**config.mk**
```make
export PLATFORM = sky130hd
export DESIGN_NAME = demux_1to32_capture_flat
export DESIGN_NICKNAME = d
export VERILOG_FILES = /design/src/rtl/demux_pkg.sv /design/src/rtl/demux_1to32_capture_if.sv /design/src/rtl/demux_index_cnt.sv /design/src/rtl/demux_1to32_capture.sv /design/src/flat_wrapper.sv
export SDC_FILE = /design/constraint.sdc
export NUM_CORES = 1
export LEC_CHECK = 0
export CAP_MARGIN = 0
export CORE_MARGIN = 1.5
export CORE_UTILIZATION = 57
export CTS_CLUSTER_SIZE = 10
export DETAILED_ROUTE_END_ITERATION = 16
export PLACE_DENSITY = 0.87
export SLEW_MARGIN = 10
export SYNTH_ARGS = -nofsm -noshare
export SYNTH_HDL_FRONTEND = slang
export SYNTH_SLANG_ARGS = --single-unit
export TNS_END_PERCENT = 1
```
**constraint.sdc**
```tcl
create_clock -name clk -period 3.55 [get_ports clk]
set_clock_uncertainty 0.05 [all_clocks]
set_input_delay 0.355 -clock clk [delete_from_list [all_inputs] [get_ports clk]]
set_output_delay 0.355 -clock clk [all_outputs]
set_load 0.02 [all_outputs]
```
**src/rtl/demux_pkg.sv**
```systemverilog
// Shared definitions for the serial-to-parallel demux capture block:
// FSM state encoding and default word/index widths.
package demux_pkg;

    localparam int DEF_WIDTH = 32;
    localparam int DEF_SEL_W = 5;

    typedef enum logic [1:0] {
        IDLE = 2'd0,
        SCAN = 2'd1,
        DONE = 2'd2
    } state_t;

endpackage

```
**src/rtl/demux_1to32_capture_if.sv**
```systemverilog
// Bus bundle between an upstream bit source (master) and the demux capture
// block (slave): serial bit, routing controls and the captured word/status.
interface demux_1to32_capture_if #(
    parameter int WIDTH = 32,
    parameter int SEL_W = 5
);
    logic             in;
    logic [SEL_W-1:0] sel;
    logic             wr;
    logic             scan_start;
    logic             in_valid;
    logic             clear;
    logic [WIDTH-1:0] q;
    logic             busy;
    logic             done;
    logic [SEL_W-1:0] idx;

    modport master (
        output in, sel, wr, scan_start, in_valid, clear,
        input  q, busy, done, idx
    );

    modport slave (
        input  in, sel, wr, scan_start, in_valid, clear,
        output q, busy, done, idx
    );
endinterface

```
**src/rtl/demux_index_cnt.sv**
```systemverilog
// Scan index counter: synchronous clear has priority over enable, wraps
// naturally at 2**SEL_W, and flags the terminal (last) index.
module demux_index_cnt #(
    parameter int SEL_W = 5
) (
    input  logic             clk,
    input  logic             rst,
    input  logic             clear,
    input  logic             en,
    output logic [SEL_W-1:0] count,
    output logic             tc
);

    // Terminal count: the index currently addressed is the last bit of the word.
    assign tc = (count == {SEL_W{1'b1}});

    // Index register: clear wins, otherwise step by one on enable.
    always_ff @(posedge clk or posedge rst) begin
        if (rst) begin
            count <= '0;
        end else if (clear) begin
            count <= '0;
        end else if (en) begin
            count <= count + SEL_W'(1);
        end
    end

endmodule

```
**src/rtl/demux_1to32_capture.sv**
```systemverilog
// 1-to-WIDTH sequential demux: steers a serial bit into one bit of a
// registered word, either by explicit select (single writes) or by an
// auto-scan that rebuilds a whole word LSB-first from a serial stream.
module demux_1to32_capture
    import demux_pkg::*;
#(
    parameter int WIDTH = DEF_WIDTH,
    parameter int SEL_W = DEF_SEL_W
) (
    input  logic                  clk,
    input  logic                  rst,
    demux_1to32_capture_if.slave  bus
);

    state_t           state;
    logic             busy_r;
    logic             done_r;
    logic [WIDTH-1:0] q_r;
    logic [SEL_W-1:0] idx_cnt;
    logic             idx_tc;
    logic             idx_clear;
    logic             scan_take;
    logic             single_wr;

    // A scan bit is consumed only in SCAN with a qualified bit; clear overrides.
    assign scan_take = (state == SCAN) && bus.in_valid && !bus.clear;
    // Single writes are honoured only while idle; SCAN and DONE ignore wr.
    assign single_wr = (state == IDLE) && bus.wr && !bus.clear;
    // Index restarts on clear/abort and whenever a new scan is accepted.
    assign idx_clear = bus.clear || ((state == IDLE) && bus.scan_start);

    demux_index_cnt #(
        .SEL_W (SEL_W)
    ) u_idx (
        .clk   (clk),
        .rst   (rst),
        .clear (idx_clear),
        .en    (scan_take),
        .count (idx_cnt),
        .tc    (idx_tc)
    );

    // Control FSM with registered busy/done decodes of the next state.
    always_ff @(posedge clk or posedge rst) begin
        if (rst) begin
            state  <= IDLE;
            busy_r <= 1'b0;
            done_r <= 1'b0;
        end else if (bus.clear) begin
            // Abort: back to idle without a done pulse.
            state  <= IDLE;
            busy_r <= 1'b0;
            done_r <= 1'b0;
        end else begin
            case (state)
                IDLE: begin
                    done_r <= 1'b0;
                    if (bus.scan_start) begin
                        state  <= SCAN;
                        busy_r <= 1'b1;
                    end else begin
                        busy_r <= 1'b0;
                    end
                end
                SCAN: begin
                    if (bus.in_valid && idx_tc) begin
                        state  <= DONE;
                        busy_r <= 1'b0;
                        done_r <= 1'b1;
                    end
                end
                DONE: begin
                    // Single-cycle completion flag, then always idle.
                    state  <= IDLE;
                    busy_r <= 1'b0;
                    done_r <= 1'b0;
                end
                default: begin
                    // Unused encoding recovers to idle.
                    state  <= IDLE;
                    busy_r <= 1'b0;
                    done_r <= 1'b0;
                end
            endcase
        end
    end

    // Word register: clear > scan bit > single write; untouched bits hold.
    always_ff @(posedge clk or posedge rst) begin
        if (rst) begin
            q_r <= '0;
        end else if (bus.clear) begin
            q_r <= '0;
        end else if (scan_take) begin
            q_r[idx_cnt] <= bus.in;
        end else if (single_wr) begin
            q_r[bus.sel] <= bus.in;
        end
    end

    assign bus.q    = q_r;
    assign bus.busy = busy_r;
    assign bus.done = done_r;
    assign bus.idx  = idx_cnt;

endmodule

```
**src/flat_wrapper.sv**
```systemverilog
// flat-port wrapper written by rule: the top's interface ports become plain ports
module demux_1to32_capture_flat import demux_pkg::*;
#(
    parameter int WIDTH = DEF_WIDTH,
    parameter int SEL_W = DEF_SEL_W
)
  (clk, rst, bus_in, bus_sel, bus_wr, bus_scan_start, bus_in_valid, bus_clear, bus_q, bus_busy, bus_done, bus_idx);
  demux_1to32_capture_if #(.WIDTH(WIDTH), .SEL_W(SEL_W)) bus_i ();
  input  logic clk;
  input  logic rst;
  input wire logic [$bits(bus_i.in)-1:0] bus_in;
  input wire logic [$bits(bus_i.sel)-1:0] bus_sel;
  input wire logic [$bits(bus_i.wr)-1:0] bus_wr;
  input wire logic [$bits(bus_i.scan_start)-1:0] bus_scan_start;
  input wire logic [$bits(bus_i.in_valid)-1:0] bus_in_valid;
  input wire logic [$bits(bus_i.clear)-1:0] bus_clear;
  output wire logic [$bits(bus_i.q)-1:0] bus_q;
  output wire logic [$bits(bus_i.busy)-1:0] bus_busy;
  output wire logic [$bits(bus_i.done)-1:0] bus_done;
  output wire logic [$bits(bus_i.idx)-1:0] bus_idx;
  assign bus_i.in = bus_in;
  assign bus_i.sel = bus_sel;
  assign bus_i.wr = bus_wr;
  assign bus_i.scan_start = bus_scan_start;
  assign bus_i.in_valid = bus_in_valid;
  assign bus_i.clear = bus_clear;
  assign bus_q = bus_i.q;
  assign bus_busy = bus_i.busy;
  assign bus_done = bus_i.done;
  assign bus_idx = bus_i.idx;
  demux_1to32_capture #(.WIDTH(WIDTH), .SEL_W(SEL_W)) u_core (.clk(clk), .rst(rst), .bus(bus_i));
endmodule
```
---- Yosys cells after proc, flatten, opt, wreduce, memory -nomap -nowiden ----
Cells that the tools add are included.
storage, ports and cells
  output and inout port bits .............. 39
  input port bits ......................... 12
  register bits after elaboration ......... 41
  logic and storage cells ................. 50
cells by class
  reductions and logical operators ........ 14
  equality and inequality tests ........... 4
  add/sub/neg operators ................... 1
  multiplexer cells ....................... 22
  order comparisons ....................... 4
operators with widths
  operator             count
  $mux 32              3
  $bwmux 32            2
  $lt 5x6->1 const B   2
  $demux 1 s5          2
  $ge 5x1->1 const B   2
  $mux 5               2
  $logic_and 1x1->1    8
  $mux 1               8
  $mux 2               3
  $ne 3x3->1 const B   2
  $add 5x1->5 const B  1
  $eq 5x5->1 const B   1
  $pmux 2 s2           1
  $reduce_bool 3->1    1
  $eq 2x1->1 const B   1
  $logic_not 2->1      1
  $pmux 1 s2           1
  $reduce_and 2->1     1
  $reduce_bool 2->1    1
  $logic_not 1->1      1
  $logic_or 1x1->1     1

---- Depth between registers and ports, before layout ----
  word-level depth ........................ 8
  gate-level depth with buffers ........... 7
  gate-level depth less buffers ........... 6

---- Modules after synthesis ----
From an unflattened synthesis, not the netlist that was laid out.
unflattened totals
  cell total of the unflattened synthesis .. 354
  area total of the unflattened synthesis .. 3,280.6 sq um
by module, submodules not included
  module               area each (sq um)  cells each  sequential area each (sq um)  instances
  demux_1to32_capture  2,999.1            331         900.9                         1
  demux_index_cnt      281.5              23          125.1                         1

---- Worst setup path after synthesis ----
No wires, ideal clock.
  path kind ............................... register -> register
  start ................................... register u_core.u_idx.count[2]
  end ..................................... register u_core.q_r[17] (netlist: u_core.bus.q[17])
  setup slack ............................. 1,949 ps
  stages on the path, launching flop included .. 6
  data arrival time ....................... 1,425 ps
  library setup time ...................... 126 ps
  cell sequence ........................... dfrtp_1 -> clkbuf_1 -> or2_2 -> o21ai_0 -> o311a_1 -> a21oi_1
between the ends
  cells in the longest elaborated chain, start to end .. 7
  elaborated cells on any way between the ends .. 8
  classes of those cells .................. 2 x order compare; 5 x mux; 1 x reduce/logical
RTL lines
  what                                                            line                       text
  from (decl)                                                     demux_index_cnt.sv:10      output logic [SEL_W-1:0] count,
  from (signal assigned)                                          demux_index_cnt.sv:24      count <= count + SEL_W'(1);
  $lt 5x6->1 (not written as such) or $ge 5x1->1 (tied branches)  demux_1to32_capture.sv:95  q_r[idx_cnt] <= bus.in;
  $logic_and 1x1->1 (not written as such)                         demux_1to32_capture.sv:95
  $mux 1 (not written as such)                                    demux_1to32_capture.sv:95
  $demux 1 s5 *                                                   -
  $bwmux 32 *                                                     demux_1to32_capture.sv:95
  $mux 32 *                                                       demux_1to32_capture.sv:94  end else if (scan_take) begin
  $mux 32 *                                                       demux_1to32_capture.sv:92  end else if (bus.clear) begin
  to (signal, indexed assignment)                                 demux_1to32_capture.sv:95
  to (signal, indexed assignment)                                 demux_1to32_capture.sv:97  q_r[bus.sel] <= bus.in;
  to (decl)                                                       demux_1to32_capture.sv:18  logic [WIDTH-1:0] q_r;
Mark *: on every way between the ends. The rest lies on a longest branch, timed or not.
A chain may end at the register's enable or synchronous reset.

---- Worst setup path after layout ----
  start ................................... input bus_in_valid
  end ..................................... register u_core.q_r[19] (netlist: u_core.bus.q[19])
between the ends
  cells in the longest elaborated chain, start to end .. 4
  elaborated cells on any way between the ends .. 5
  classes of those cells .................. 2 x mux; 3 x reduce/logical
RTL lines
  what                              line                       text
  from (decl)                       flat_wrapper.sv:15         input wire logic [$bits(bus_i.in_valid)-1:0] bus_in_valid;
  $logic_and 1x1->1 * (2 in a row)  demux_1to32_capture.sv:26  assign scan_take = (state == SCAN) && bus.in_valid && !bus.clear;
  $mux 32                           demux_1to32_capture.sv:94
  $mux 32                           demux_1to32_capture.sv:92
Marks and branches as above.

==> results.md <==
- Status: completed
- Setup bufs post-CTS: 0
- Crit path launch: bus_in_valid
- Later-pin clock latency in the skew report: 290 ps
- R2r endpoint: u_core.bus.q[19]
- Syn_nets: 335
- Yosys warnings: 0
- Antenna viol nets, final: 0
- DRT Pass-1 Iters: 5
- Slew HR: 56.5%
- Setup TNS: 0 ps
- Total congestion overflow: 0
- DR vias/cell: 6.93
- DRC Markers: 0
- Max FO, Critical Path: 30
- Reg2Reg Depth: 4
- I/O pins: slightly above 50
- Cts hold-fix bufs: 0
- Synthesized area per cell: 8.78 um2
- Layout cells sized above 1: 5.85%
- Fmax: approximately 440 MHz
- Final WL: 7550 um
- Netlist cell types: 43
- Total Nets Final: 358
- HPWL after DPL: 4890 um
- Final setup fails: 0
- Tmin final: 2300 ps
- PnR worst setup slack: 1250 ps
- ANT cells: 0
- CP Data Required Time: 3640 ps
- RSZ-0062 raised after global routing: false
- DR iter-0 viols: around 370
- Max-slew violations: 0
- Max stage delay on crit path: 560 ps
- Flops & latches, synth: 41
- Port Buffers: 50
- Longest Clk Path Bufs: 2
- Max stage delay cell, worst path: clkdlybuf4s50_1
- Die area: about 5300 um2
- Synthesized cell area: 2790 um2
- GR Util All Layers: 29.8%
- Maxcap violations: 0
- Crit path to: u_core.bus.q[19]
- Largest net degree at the start of global routing: 42
- Core footprint: 4720 um2
- Crit path cell chain: clkdlybuf4s50_1 > nand3b_1 > nor2_1 > or2_2 > a31oi_1
- Fin. Hold Viols: 0
- DIE HEIGHT: 73.0 um
- Area of the multi-input gates: 1560 um2
- Worst setup EP type: register
- Final Cycle Share: approximately two thirds
- Crit Path Class: input port to register
- Sequential share of the synthesized area: 36.7%
- Pre-CTS setup slack: 1020 ps
- CP Launch Type: input port
- Leak: 1.22 nW
- DIE WIDTH: between 70 and 80 um
- Post-Syn Instances: 318
- Fillers: 376
- Worst VDD drop: 0.196 mV
- R2r setup slk: 1310 ps
- Register Area: 1030 um2
- CTS resizes: 0
- First-pass GRT wire length: 12300 um
- Via count: 2833
- Worst EP arrival: 2390 ps
- Power per cell area: 422 nW/um2
- RePlAce Congestion: 0.891
- Vias in the first global route: 2460
- Root Buffer: clkbuf_8
- Antenna violations before repair: 0
- Cts bufs inserted: 5
- R2r startpoint: u_core.state[1]
- Initial Util: 59.1%
- Worst slew pin tran: 653 ps
- CTS tree: yes
- CTS clk-pin slew, worst paths: 80 ps
- Wire length per cell: 18.5 um
- Class of the worst hold path: input port to async pin
- Number of sinks on the clock net: between 40 and 50
- Htree depth: 2
- Rows: 25
- Area Growth Syn to Fin: 19.7%
synth_stat cells, drive strengths merged:
cell type,number,area (um2)
o21ai,33,165
nor2b,1,6.26
xor2,2,17.5
a2111oi,1,8.76
and3,1,6.26
o32ai,1,8.76
a21oi,31,155
a31oi,34,213
o211ai,32,250
or2,4,25.0
a31o,1,8.76
nand4bb,1,11.3
nand3,1,5.00
nand4,1,6.26
a311oi,1,8.76
and2,1,6.26
nor4b,1,8.76
o21a,1,7.51
or3,1,6.26
nor3,2,10.0
dfrtp,41,1030
o311a,27,270
ha,5,62.6
buf,23,131
mux2i,1,10.0
nand2b,10,62.6
clkbuf,16,61.3
nand3b,4,30.0
nand2,19,71.3
a211o,1,8.76
inv,4,15.0
or3b,4,35.0
o31a,3,26.3
xnor2,1,8.76
and4bb,1,12.5
nor2,7,26.3
critical path: cells and delay by family:
family / cells / cell delay (ps)
buf+inv: 1 / 560
compound gates: 1 / 150
simple gates: 3 / 1320
area by class of cell:
| class | instances | area share, % |
|---|---|---|
| sequential | 41 | 30.7 |
| inverter | 4 | 0.449 |
| timing repair buffer | 55 | 16.1 |
| clock buffer | 7 | 2.58 |
| multi-input combinational | 234 | 46.8 |
| clock inverter | 1 | 0.899 |
| tap | 67 | 2.51 |
worst min path at each step:
stage                    start          endpoint  slack [ps]  depth (start not counted)
6_report                   rst   u_core.bus.q[5]         450                          3
5_1_grt        u_core.bus.q[7]   u_core.bus.q[7]         480                          1
4_1_cts                    rst  u_core.bus.q[10]         460                          3
3_5_place_dp   u_core.bus.q[7]   u_core.bus.q[7]         440                          1
3_3_place_gp   u_core.bus.q[7]   u_core.bus.q[7]         440                          1
2_1_floorplan        bus_clear   u_core.bus.done         380                          1
report_power, final:
part           internal [W]  switching (W)
Combinational      0.000203       0.000246
Clock              0.000229       0.000163
Sequential         0.000529      0.0000404
stage by stage:
stage / area (um2) / utilization (%) / power [W] / instances / hold slack, ps
after floorplan: 2790 / - / 0.000845 / 318 / 376
after global placement: 3230 / 68.3 / 0.00101 / 401 / 443
after detailed placement: 3230 / 68.3 / 0.00102 / 401 / 438
after CTS: 3340 / 70.8 / 0.00141 / 409 / 460
after global routing: 3340 / 70.8 / 0.00147 / 409 / 476
final: 3340 / 70.8 / 0.00141 / 409 / 449
sequential cells by signal (all words and copies together) (netlist names):
| signal | flops |
|---|---|
| u_core.bus.busy | 1 |
| u_core.state | 2 |
| u_core.bus.q | 32 |
| u_core.u_idx.count | 5 |
| u_core.bus.done | 1 |
per-layer routing:
| metal | GRT usage (%) | part of all wire, % | wire [um] |
|---|---|---|---|
| met4 | 12.2 | 2.1 | 159 |
| met1 | 43.2 | 44 | 3310 |
| met2 | 44.3 | 46 | 3480 |
| met5 | 0 | 0 | 0 |
| met3 | 4.56 | 7.9 | 600 |
logic make-up after synthesis:
family,share of synthesized area [%]
mux,0.358
xor+xnor,0.941
compound gates,40.5
fa+ha+maj,2.24
buf+inv,7.44
simple gates,11.8
flops,36.7
placed cells by master, fill, tap and decap left out, types with 2 or more instances in the layout:
cell             synthesis  layout
o31a_1                   3       3
buf_4                    2       5
a31oi_1                 34      34
nor3_1                   2       2
o21ai_1                  5       4
o21ai_0                 28      28
a21oi_1                 31      31
o211ai_2                 2       2
nand2b_1                10      10
nand3b_1                 4       4
dfrtp_1                 41      41
nand2_1                 19      19
o311a_1                 27      27
nor2_1                   7       7
clkdlybuf4s50_1          0      50
or3b_1                   4       4
clkbuf_8                 0       6
inv_1                    4       4
o211ai_1                30      30
ha_1                     5       5
xor2_1                   2       2
or2_2                    3       3
No activity file was read; power rests on OpenSTA's default activity.
